[config.mk]
export PLATFORM = sky130hd
export DESIGN_NAME = uart_rx_param
export DESIGN_NICKNAME = d
export VERILOG_FILES = /design/src/rtl/uart_pkg.sv /design/src/rtl/uart_rx_sync.sv /design/src/rtl/uart_rx_param.sv
export SDC_FILE = /design/constraint.sdc
export NUM_CORES = 1
export LEC_CHECK = 0
export CAP_MARGIN = 20
export CORE_MARGIN = 2
export CORE_UTILIZATION = 51
export DETAILED_ROUTE_END_ITERATION = 6
export PLACE_DENSITY = 0.78
export SYNTH_ARGS = -nofsm -noshare
export SYNTH_HDL_FRONTEND = slang
export SYNTH_SLANG_ARGS = --single-unit
export TNS_END_PERCENT = 100
[constraint.sdc]
create_clock -name rx_clk -period 1.9 [get_ports rx_clk]
set_input_delay 0.38 -clock rx_clk [delete_from_list [all_inputs] [get_ports rx_clk]]
set_output_delay 0.38 -clock rx_clk [all_outputs]
set_load 0.01 [all_outputs]
[src/rtl/uart_pkg.sv]
// Shared types and helpers for the UART receive path.
package uart_pkg;

    // Receiver FSM states.
    typedef enum logic [2:0] {
        IDLE     = 3'd0,
        START    = 3'd1,
        DATA     = 3'd2,
        PARITY   = 3'd3,
        STOP     = 3'd4,
        BRK_WAIT = 3'd5
    } rx_state_t;

    // Widest data word any instance may carry.
    localparam int MAX_DATA_BITS = 9;

    // Parity bit a sender must emit for this data (zero-extended words give the same result).
    function automatic logic calc_parity(input logic [MAX_DATA_BITS-1:0] data, input logic odd);
        return (^data) ^ odd;
    endfunction

    // True when the parameter set describes a frame format the receiver supports.
    function automatic bit params_ok(input int data_bits, input int oversample,
                                     input int parity_en, input int parity_odd,
                                     input int stop_bits);
        return (data_bits >= 5) && (data_bits <= MAX_DATA_BITS) &&
               (oversample >= 8) && ((oversample % 2) == 0) &&
               ((parity_en == 0) || (parity_en == 1)) &&
               ((parity_odd == 0) || (parity_odd == 1)) &&
               ((stop_bits == 1) || (stop_bits == 2));
    endfunction

endpackage

[src/rtl/uart_rx_sync.sv]
// Two-flop synchroniser for an idle-high asynchronous line; resets to 1 so
// releasing reset never looks like a start bit.
module uart_rx_sync (
    input  logic clk,
    input  logic rst_n,
    input  logic d,
    output logic q
);

    logic meta_q, meta_d;
    logic sync_q, sync_d;

    // Next values: plain two-stage shift.
    always_comb begin
        meta_d = d;
        sync_d = meta_q;
    end

    // Synchroniser flops, reset to the idle level.
    always_ff @(posedge clk or negedge rst_n) begin
        if (!rst_n) begin
            meta_q <= 1'b1;
            sync_q <= 1'b1;
        end else begin
            meta_q <= meta_d;
            sync_q <= sync_d;
        end
    end

    assign q = sync_q;

endmodule

[src/rtl/uart_rx_param.sv]
// Parametrised oversampling UART receiver with 3-sample majority vote,
// optional parity, 1/2 stop bits, break detection and a valid/ready output register.
module uart_rx_param #(
    parameter int DATA_BITS  = 8,
    parameter int OVERSAMPLE = 16,
    parameter int PARITY_EN  = 0,
    parameter int PARITY_ODD = 0,
    parameter int STOP_BITS  = 1
) (
    input  logic                 rx_clk,
    input  logic                 reset_n,
    input  logic                 rx_serial,
    input  logic                 rx_ready,
    output logic [DATA_BITS-1:0] rx_data,
    output logic                 rx_valid,
    output logic                 framing_error,
    output logic                 parity_error,
    output logic                 overrun_error,
    output logic                 break_detect,
    output logic                 busy
);
    import uart_pkg::*;

    if (!params_ok(DATA_BITS, OVERSAMPLE, PARITY_EN, PARITY_ODD, STOP_BITS)) begin : g_param_check
        $error("uart_rx_param: unsupported parameter set");
    end

    localparam int TW = $clog2(OVERSAMPLE);
    localparam int M  = OVERSAMPLE / 2;
    localparam logic [TW-1:0] TICK_LO   = TW'(M - 1);
    localparam logic [TW-1:0] TICK_MID  = TW'(M);
    localparam logic [TW-1:0] TICK_HI   = TW'(M + 1);
    localparam logic [TW-1:0] TICK_LAST = TW'(OVERSAMPLE - 1);
    localparam logic [3:0]    LAST_DATA = 4'(DATA_BITS - 1);
    localparam logic [3:0]    LAST_STOP = 4'(STOP_BITS - 1);
    localparam logic          ODD_BIT   = (PARITY_ODD != 0) ? 1'b1 : 1'b0;

    logic                     rx_s;
    rx_state_t                state_q, state_d;
    logic [TW-1:0]            tick_q, tick_d, tick_inc_s;
    logic [3:0]               bit_q, bit_d;
    logic [DATA_BITS-1:0]     shreg_q, shreg_d, rx_data_q, rx_data_d;
    logic                     smp0_q, smp0_d, smp1_q, smp1_d;
    logic                     par_bit_q, par_bit_d, fr_err_q, fr_err_d, par_err_q, par_err_d;
    logic                     rx_valid_q, rx_valid_d, fe_q, fe_d, pe_q, pe_d;
    logic                     ovr_q, ovr_d, brk_q, brk_d;
    logic                     vote_s, vote_tick_s, stop_low_s, deliver_s, is_break_s;
    logic [MAX_DATA_BITS-1:0] par_src_s;

    uart_rx_sync u_sync (
        .clk   (rx_clk),
        .rst_n (reset_n),
        .d     (rx_serial),
        .q     (rx_s)
    );

    // Bit-timing helpers: wrapping tick counter, centre samples and majority vote.
    always_comb begin
        tick_inc_s  = (tick_q == TICK_LAST) ? {TW{1'b0}} : tick_q + TW'(1);
        vote_tick_s = (tick_q == TICK_HI);
        vote_s      = (smp0_q & smp1_q) | (smp0_q & rx_s) | (smp1_q & rx_s);
        stop_low_s  = fr_err_q | ~vote_s;
        is_break_s  = stop_low_s && (shreg_q == {DATA_BITS{1'b0}}) && !par_bit_q;
        smp0_d      = (tick_q == TICK_LO)  ? rx_s : smp0_q;
        smp1_d      = (tick_q == TICK_MID) ? rx_s : smp1_q;
        par_src_s   = {MAX_DATA_BITS{1'b0}};
        par_src_s[DATA_BITS-1:0] = shreg_q;
    end

    // Frame FSM: next state, shift register, per-frame status and break pulse.
    always_comb begin
        state_d   = state_q;
        tick_d    = tick_q;
        bit_d     = bit_q;
        shreg_d   = shreg_q;
        par_bit_d = par_bit_q;
        fr_err_d  = fr_err_q;
        par_err_d = par_err_q;
        brk_d     = 1'b0;
        deliver_s = 1'b0;
        case (state_q)
            IDLE: begin
                if (!rx_s) begin
                    state_d   = START;
                    tick_d    = {TW{1'b0}};
                    fr_err_d  = 1'b0;
                    par_err_d = 1'b0;
                    par_bit_d = 1'b0;
                end else begin
                    state_d = IDLE;
                end
            end
            START: begin
                tick_d = tick_inc_s;
                if (vote_tick_s) begin
                    state_d = vote_s ? IDLE : DATA;
                    bit_d   = 4'd0;
                end else begin
                    state_d = START;
                end
            end
            DATA: begin
                tick_d = tick_inc_s;
                if (vote_tick_s) begin
                    shreg_d = {vote_s, shreg_q[DATA_BITS-1:1]};
                    if (bit_q == LAST_DATA) begin
                        bit_d   = 4'd0;
                        state_d = (PARITY_EN != 0) ? PARITY : STOP;
                    end else begin
                        bit_d = bit_q + 4'd1;
                    end
                end else begin
                    state_d = DATA;
                end
            end
            PARITY: begin
                tick_d = tick_inc_s;
                if (vote_tick_s) begin
                    par_bit_d = vote_s;
                    par_err_d = (vote_s != calc_parity(par_src_s, ODD_BIT));
                    bit_d     = 4'd0;
                    state_d   = STOP;
                end else begin
                    state_d = PARITY;
                end
            end
            STOP: begin
                tick_d = tick_inc_s;
                if (vote_tick_s) begin
                    fr_err_d = stop_low_s;
                    if (bit_q != LAST_STOP) begin
                        bit_d = bit_q + 4'd1;
                    end else if (is_break_s) begin
                        brk_d   = 1'b1;
                        tick_d  = {TW{1'b0}};
                        state_d = BRK_WAIT;
                    end else begin
                        deliver_s = 1'b1;
                        tick_d    = {TW{1'b0}};
                        state_d   = IDLE;
                    end
                end else begin
                    state_d = STOP;
                end
            end
            BRK_WAIT: begin
                // tick_cnt doubles as the count of consecutive high samples.
                if (!rx_s) begin
                    tick_d = {TW{1'b0}};
                end else if (tick_q == TICK_LO) begin
                    tick_d  = {TW{1'b0}};
                    state_d = IDLE;
                end else begin
                    tick_d = tick_q + TW'(1);
                end
            end
            default: begin
                state_d = IDLE;
                tick_d  = {TW{1'b0}};
            end
        endcase
    end

    // Output holding register: load on delivery, clear on accept, flag overrun when full.
    always_comb begin
        rx_data_d  = rx_data_q;
        rx_valid_d = rx_valid_q;
        fe_d       = fe_q;
        pe_d       = pe_q;
        ovr_d      = 1'b0;
        if (deliver_s) begin
            if (rx_valid_q && !rx_ready) begin
                ovr_d = 1'b1;
            end else begin
                rx_data_d  = shreg_q;
                rx_valid_d = 1'b1;
                fe_d       = stop_low_s;
                pe_d       = par_err_q;
            end
        end else if (rx_valid_q && rx_ready) begin
            rx_valid_d = 1'b0;
        end else begin
            rx_valid_d = rx_valid_q;
        end
    end

    // State and output registers.
    always_ff @(posedge rx_clk or negedge reset_n) begin
        if (!reset_n) begin
            state_q    <= IDLE;
            tick_q     <= {TW{1'b0}};
            bit_q      <= 4'd0;
            shreg_q    <= {DATA_BITS{1'b0}};
            smp0_q     <= 1'b0;
            smp1_q     <= 1'b0;
            par_bit_q  <= 1'b0;
            fr_err_q   <= 1'b0;
            par_err_q  <= 1'b0;
            rx_data_q  <= {DATA_BITS{1'b0}};
            rx_valid_q <= 1'b0;
            fe_q       <= 1'b0;
            pe_q       <= 1'b0;
            ovr_q      <= 1'b0;
            brk_q      <= 1'b0;
        end else begin
            state_q    <= state_d;
            tick_q     <= tick_d;
            bit_q      <= bit_d;
            shreg_q    <= shreg_d;
            smp0_q     <= smp0_d;
            smp1_q     <= smp1_d;
            par_bit_q  <= par_bit_d;
            fr_err_q   <= fr_err_d;
            par_err_q  <= par_err_d;
            rx_data_q  <= rx_data_d;
            rx_valid_q <= rx_valid_d;
            fe_q       <= fe_d;
            pe_q       <= pe_d;
            ovr_q      <= ovr_d;
            brk_q      <= brk_d;
        end
    end

    assign rx_data       = rx_data_q;
    assign rx_valid      = rx_valid_q;
    assign framing_error = fe_q;
    assign parity_error  = pe_q;
    assign overrun_error = ovr_q;
    assign break_detect  = brk_q;
    assign busy          = (state_q != IDLE);

endmodule

# ---- Word level (Yosys, flattened, before mapping)
# Cells that the tools add are included.
dict set report classes {
  add_sub_neg 2
  n_reduce_logical 24
  eq_ne 22
  muxes 45
  bitwise 8
}
# cell n
set op_table {}
lappend op_table {{two-way mux 4 bit} 11}
lappend op_table {{two-way mux 3 bit} 8}
lappend op_table {{two-way mux 1 bit} 18}
lappend op_table {{one-hot mux 3 bit (6 select lines)} 1}
lappend op_table {{one-hot mux 4 bit (4 select lines)} 1}
lappend op_table {{inequality test 2 bit (second input constant)} 7}
lappend op_table {{equality test 4 bit (second input constant)} 3}
lappend op_table {{one-hot mux 4 bit (3 select lines)} 1}
lappend op_table {{parity 9 bit} 1}
lappend op_table {{adder 4 x 1 -> 4 bit (second input constant)} 2}
lappend op_table {{equality test 4 x 3 -> 1 bit (second input constant)} 2}
lappend op_table {{zero test 8 bit} 1}
lappend op_table {{equality test 3 x 2 -> 1 bit (second input constant)} 2}
lappend op_table {{equality test 3 bit (second input constant)} 2}
lappend op_table {{inequality test 3 bit (second input constant)} 2}
lappend op_table {{one-hot mux 1 bit (2 select lines)} 3}
lappend op_table {{AND reduction 2 bit} 3}
lappend op_table {{AND reduction 3 bit} 2}
lappend op_table {{nonzero test 2 bit} 3}
lappend op_table {{nonzero test 3 bit} 2}
lappend op_table {{AND reduction 5 bit} 1}
lappend op_table {{logical AND 1 bit} 4}
lappend op_table {{two-way mux 2 bit} 2}
lappend op_table {{inequality test 2 x 1 -> 1 bit (second input constant)} 2}
lappend op_table {{other kinds (11)} 17}
dict set report word_totals {
  register_bits 39
  out_inout_bits 14
}

# ---- Logic depth before layout (Yosys ltp)
dict set report logic_depth {
  depth_word 13
  depth_mapped 8
  mapped_depth_nobuf 7
}

# ---- By module
# From an unflattened synthesis, not the netlist that was laid out.
dict set report unflattened {
  hier_cells 188
  area_unflattened_um2 2026.9
}
# module cells_per_inst seq_area_each_um2 area_per_inst_um2 instances
set modules_own_cells {}
lappend modules_own_cells {uart_rx_param 186 925.9 1974.4 1}
lappend modules_own_cells {uart_rx_sync 2 52.6 52.6 1}

# ---- Least setup slack after synthesis
# Ideal clock, no wire load.
dict set report synth_path {
  path_type {register -> register}
  startpoint {reg u_sync.sync_q, in the netlist u_sync.q}
  endpoint {reg fe_q, in the netlist framing_error}
  setup_slack_ps -18
  t_required_ps 1775
  stages_incl_launch_ff 7
  arrival_ps 1793
  setup_ps 125
  n_path_buf 1
  path_cell_list {dfstp_2 > maj3_2 > a2111o_1 > nand4_2 > nor2b_2 > buf_6 > mux2_4}
}
dict set report synth_between {
  elab_chain_len 12
}
# item line
set synth_lines {}
lappend synth_lines {{start: declaration} uart_rx_sync.sv:11} ;# logic sync_q, sync_d;
lappend synth_lines {{start signal: assignment} uart_rx_sync.sv:26} ;# sync_q <= sync_d;
lappend synth_lines {{AND 1 bit} uart_rx_param.sv:61} ;# vote_s = (smp0_q & smp1_q) | (smp0_q & rx_s) | (smp1_q & rx_s);
lappend synth_lines {{OR 1 bit} uart_rx_param.sv:61}
lappend synth_lines {{OR 1 bit (*)} uart_rx_param.sv:61}
lappend synth_lines {{NOT 1 bit (*)} uart_rx_param.sv:62} ;# stop_low_s = fr_err_q | ~vote_s;
lappend synth_lines {{OR 1 bit (*)} uart_rx_param.sv:62}
lappend synth_lines {{logical AND 1 bit (2 in series)} uart_rx_param.sv:63} ;# is_break_s = stop_low_s && (shreg_q == {DATA_BITS{1'b0}}) && !par_bit_q;
lappend synth_lines {{two-way mux 1 bit} uart_rx_param.sv:133} ;# end else if (is_break_s) begin
lappend synth_lines {{two-way mux 1 bit} uart_rx_param.sv:131} ;# if (bit_q != LAST_STOP) begin
lappend synth_lines {{two-way mux 1 bit} uart_rx_param.sv:129} ;# if (vote_tick_s) begin
lappend synth_lines {{two-way mux 1 bit} uart_rx_param.sv:81} ;# case (state_q)
lappend synth_lines {{AND reduction 2 bit (no source line)} -}
lappend synth_lines {{end signal: assignment} uart_rx_param.sv:201} ;# fe_q <= 1'b0;
lappend synth_lines {{end signal: assignment} uart_rx_param.sv:217} ;# fe_q <= fe_d;
lappend synth_lines {{end: declaration} uart_rx_param.sv:45} ;# logic rx_valid_q, rx_valid_d, fe_q, fe_d, pe_q, pe_d;
# Mark *: on every way between the ends. The rest lies on a longest branch, timed or not.
# A chain may end at the register's enable or synchronous reset.

# ---- Final worst setup path
dict set report layout_path {
  startpoint {reg smp1_q}
  endpoint {reg rx_data_q[3], in the netlist rx_data[3]}
}
dict set report layout_between {
  elab_chain_len 12
}
# item line
set layout_lines {}
lappend layout_lines {{start: declaration} uart_rx_param.sv:43} ;# logic smp0_q, smp0_d, smp1_q, smp1_d;
lappend layout_lines {{start signal: assignment} uart_rx_param.sv:211} ;# smp1_q <= smp1_d;
lappend layout_lines {{AND 1 bit} uart_rx_param.sv:61}
lappend layout_lines {{OR 1 bit} uart_rx_param.sv:61}
lappend layout_lines {{OR 1 bit (*)} uart_rx_param.sv:61}
lappend layout_lines {{NOT 1 bit (*)} uart_rx_param.sv:62}
lappend layout_lines {{OR 1 bit (*)} uart_rx_param.sv:62}
lappend layout_lines {{logical AND 1 bit (*) (2 in series)} uart_rx_param.sv:63}
lappend layout_lines {{two-way mux 1 bit (*)} uart_rx_param.sv:133}
lappend layout_lines {{two-way mux 1 bit (*)} uart_rx_param.sv:131}
lappend layout_lines {{two-way mux 1 bit (*)} uart_rx_param.sv:129}
lappend layout_lines {{two-way mux 1 bit (*)} uart_rx_param.sv:81}
lappend layout_lines {{AND reduction 2 bit (no source line) (*)} -}
lappend layout_lines {{end signal: assignment} uart_rx_param.sv:199} ;# rx_data_q <= {DATA_BITS{1'b0}};
lappend layout_lines {{end signal: assignment} uart_rx_param.sv:215} ;# rx_data_q <= rx_data_d;
lappend layout_lines {{end: declaration} uart_rx_param.sv:42} ;# logic [DATA_BITS-1:0] shreg_q, shreg_d, rx_data_q, rx_data_d;
# Marked as above.

==> results by group <==
Status
  – Status: finished clean

Power and ir drop
  – Max VDD drop: approximately 670 uV
  – Leak Pwr: 0.001138 uW
  – Pwr/cell area: 1150 nW/um^2

Yosys
  – Register area share after synthesis: 49.43%
  – Area fraction of the dominant cell type after synthesis: 46.78%
  – Unique masters post-synth: 40
  – Cell area after synthesis: slightly below 2000 sq um
  – Yosys warnings: 0
  – Mapped Cells: 192
  – Post-synthesis register bit count: 39
  – Syn_area_per_cell: 10.31 sq um
  – Synth Net Count: 205
  – Synth top area cells: dfrtp_1 (47%), mux2_4 (7.6%), ha_1 (5.7%), nand2_1 (4.4%), o21ai_0 (3.5%)
  – Post-synth top area cell: dfrtp_1

Die
  – Starting density of the core: 53.66%
  – Row Count: 22
  – Io pins: 18
  – DIE HEIGHT: 66.30 microns
  – DIE AREA: 4396 sq um
  – Die Span X: 66.30 microns
  – Core Area: 3689 sq um

Placed design
  – Place WS: 0.01541 ns
  – Gp weighted congestion: 0.9149
  – Hpwl dp: 2781 microns
  – Number of port buffers: 17

Worst setup path
  – Arr. time, crit path: 2.04 ns
  – Worst setup EP type: flop
  – Reg2Reg Setup Slack: around 0.033 ns
  – Critical path, cell by cell: maj3_2 > a2111o_1 > nand4_2 > nor2b_2 > buf_12 > mux2_4
  – Critical Path Source Type: flop
  – Reg2reg start: smp1_q
  – Req. time, crit path: 2.08 ns
  – Worst stage delay on the critical path: 0.41 ns
  – CP max stage cell: a2111o_1
  – Crit path kind: flop to flop
  – Crit path launch: smp1_q
  – Reg2reg end: rx_data[3]
  – R2R depth: 6
  – Critical Path Fanout Max: 10

Final layout
  – Area Growth Syn to Fin: 24.40%
  – Final nets: 239
  – Antenna Cells: 0
  – FF/Latch Area: 978.4 sq um
  – Final core utilization: 66.76%
  – Filler cells: 297
  – Multi-input logic area: just over 900 sq um
  – Share of cells above drive strength 1: around 22%

GRT
  – Initial antenna violation count: 0
  – Global-route wire length before repair: 6458 microns
  – Largest net degree at the start of global routing: 40
  – Total grt overflow: 0
  – Vias in the first global route: 1419
  – GR Util All Layers: 19.80%

Routing
  – DRC Markers: 0
  – Antenna-violating nets left: 0
  – Via Count: approximately 1500
  – Routed length per placed instance: 14.24 microns
  – Pre-antenna DRT Iters: 4
  – Vias per cell: 5.382
  – Initial DRC count: 72
  – WL final: 3917 microns

CTS
  – Max Buffers Root-to-Sink: 2
  – CTS tree: yes
  – Clock sink count: 39
  – Post-CTS Setup Repair Bufs: 0
  – Worst skew pair latency: just under 0.3 ns
  – CTS root buf: clkbuf_8
  – CTS Buf Count: 5
  – CTS clk-pin slew, worst paths: approximately 0.07 ns
  – H-tree depth: 2

STA
  – FMAX: around 540 MHz
  – Clock Skew: 0.007382 ns
  – Final setup fails: 0
  – Final Hold Fails: 0
  – Final Slew Violations: 0
  – Slew @ Worst Pin: 0.4827 ns
  – Max-slew headroom: 67.82%
  – Fin crit share: 98.25%
  – Final min period: 1.867 ns
  – RSZ-0062 raised after global routing: yes
  – Worst setup margin: between 0.03 and 0.04 ns

Flow run
  – MaxCap Viol Count: 0

Hold path
  – Hold WC Path Type: input port to async pin
-- worst max-delay path, delay by kind of cell, from the launching register on --
family,cells,cell delay (ns)
buffers and inverters,1,0.15
adder cells (fa/ha/maj),1,0.32
flip-flops,1,0.39
AND/OR/NAND/NOR,2,0.18
multiplexers,1,0.30
AO/OA/AOI/OAI,1,0.41
-- layout make-up --
class                           instances  share of cell area, %
Timing Repair Buffer                   35                  12.65
Clock buffer                            6                  2.947
Multi-Input combinational cell        129                  37.35
Inverter                               16                  2.439
Clock inverter                          2                  2.439
Sequential cell                        39                  39.74
Tap cell                               48                  2.439
-- layer usage --
| metal | up-vias | global-route usage, % | wire length [microns] |
|---|---|---|---|
| met5 | - | 0 | 0 |
| met4 | 0 | 7.653 | 63 |
| met3 | 7 | 3.578 | 152 |
| met2 | 28 | 33.25 | 1867 |
| met1 | 721 | 25.25 | 1833 |
| li1 | 724 | - | - |
-- cell families after synthesis --
family	count (synthesis)	share of synthesized area (%)
AND/OR/NAND/NOR	64	16.75
AO/OA/AOI/OAI	39	12.26
buffers and inverters	24	4.931
multiplexers	11	8.154
XOR/XNOR	5	2.212
adder cells (fa/ha/maj)	10	6.258
flip-flops	39	49.43
-- cell usage in the layout, fill, tap and decap left out, types with 2 or more instances in the layout --
cell	n
a21oi_1	10
a22o_1	2
buf_4	17
bufinv_16	2
clkbuf_8	5
clkdlybuf4s50_1	15
dfrtp_1	37
dfstp_2	2
ha_1	9
inv_1	16
mux2_4	10
nand2_1	23
nand2b_1	2
nand3_1	5
nand3b_1	3
nor2_1	11
nor2b_1	4
nor3_1	3
nor3b_1	2
o21ai_0	13
o22ai_1	3
or2_2	2
xnor2_1	5
-- through the flow --
stage | std cells | hold slack (ns) | power (uW) | cell area (sq um) | TNS (ns)
6_report | 275 | 0.1280 | 2831 | 2462 | 0
5_1_grt | 275 | 0.1639 | 3001 | 2462 | -0.1215
4_1_cts | 275 | 0.1480 | 2821 | 2446 | 0
3_5_place_dp | 267 | 0.3538 | 2006 | 2315 | 0
3_3_place_gp | 267 | 0.3462 | 1982 | 2315 | 0
2_1_floorplan | 192 | 0.08441 | 1642 | 1979 | 0
-- power breakdown --
group	switching, uW	internal [uW]	leakage, uW
clock	290	525	0.0000654
sequential	92.4	954	0.000521
combinational	507	463	0.000551
total	889	1940	0.00114
-- sequential cells by signal, indices dropped and copies added, names as in the netlist, 3 cells and up --
| register | flops |
|---|---|
| tick_q | 4 |
| state_q | 3 |
| shreg_q | 8 |
| bit_q | 4 |
| rx_data | 8 |
-- how the worst max path moves through the flow --
| stage | slack [ns] | cells after the start | end |
|---|---|---|---|
| 4_1_cts | 0.004 | 7 | bit_q[1] |
| 3_5_place_dp | 0.02 | 7 | rx_data[3] |
| 6_report | 0.03 | 6 | rx_data[3] |
| 3_3_place_gp | 0.08 | 8 | rx_data[2] |
| 2_1_floorplan | 0.03 | 6 | framing_error |
| 5_1_grt | -0.02 | 6 | rx_data[3] |
-- synthesized netlist by cell type (all sizes together) --
master / count
dfrtp: 37
nand2: 23
inv: 16
o21ai: 14
mux2: 11
nor2: 11
a21oi: 10
ha: 9
clkbuf: 7
nand3: 5
nor2b: 5
xnor2: 5
o22ai: 4
a22o: 3
nand3b: 3
nor3: 3
nor3b: 3
dfstp: 2
nand2b: 2
or2: 2
a2111o: 1
a21boi: 1
a21o: 1
a22oi: 1
a32oi: 1
and3: 1
and3b: 1
buf: 1
maj3: 1
nand4: 1
nand4b: 1
nor4b: 1
o22a: 1
o31ai: 1
o32a: 1
or3: 1
or3b: 1
-- repair_timing --
| item | in CTS | in global routing |
|---|---|---|
| resized for setup | 1 | 5 |
| pin swaps | 0 | 2 |
| hold buffers | 0 | 0 |
| setup endpoints to repair | 1 | 18 |
Note: power is estimated with default switching activity, not from simulation.
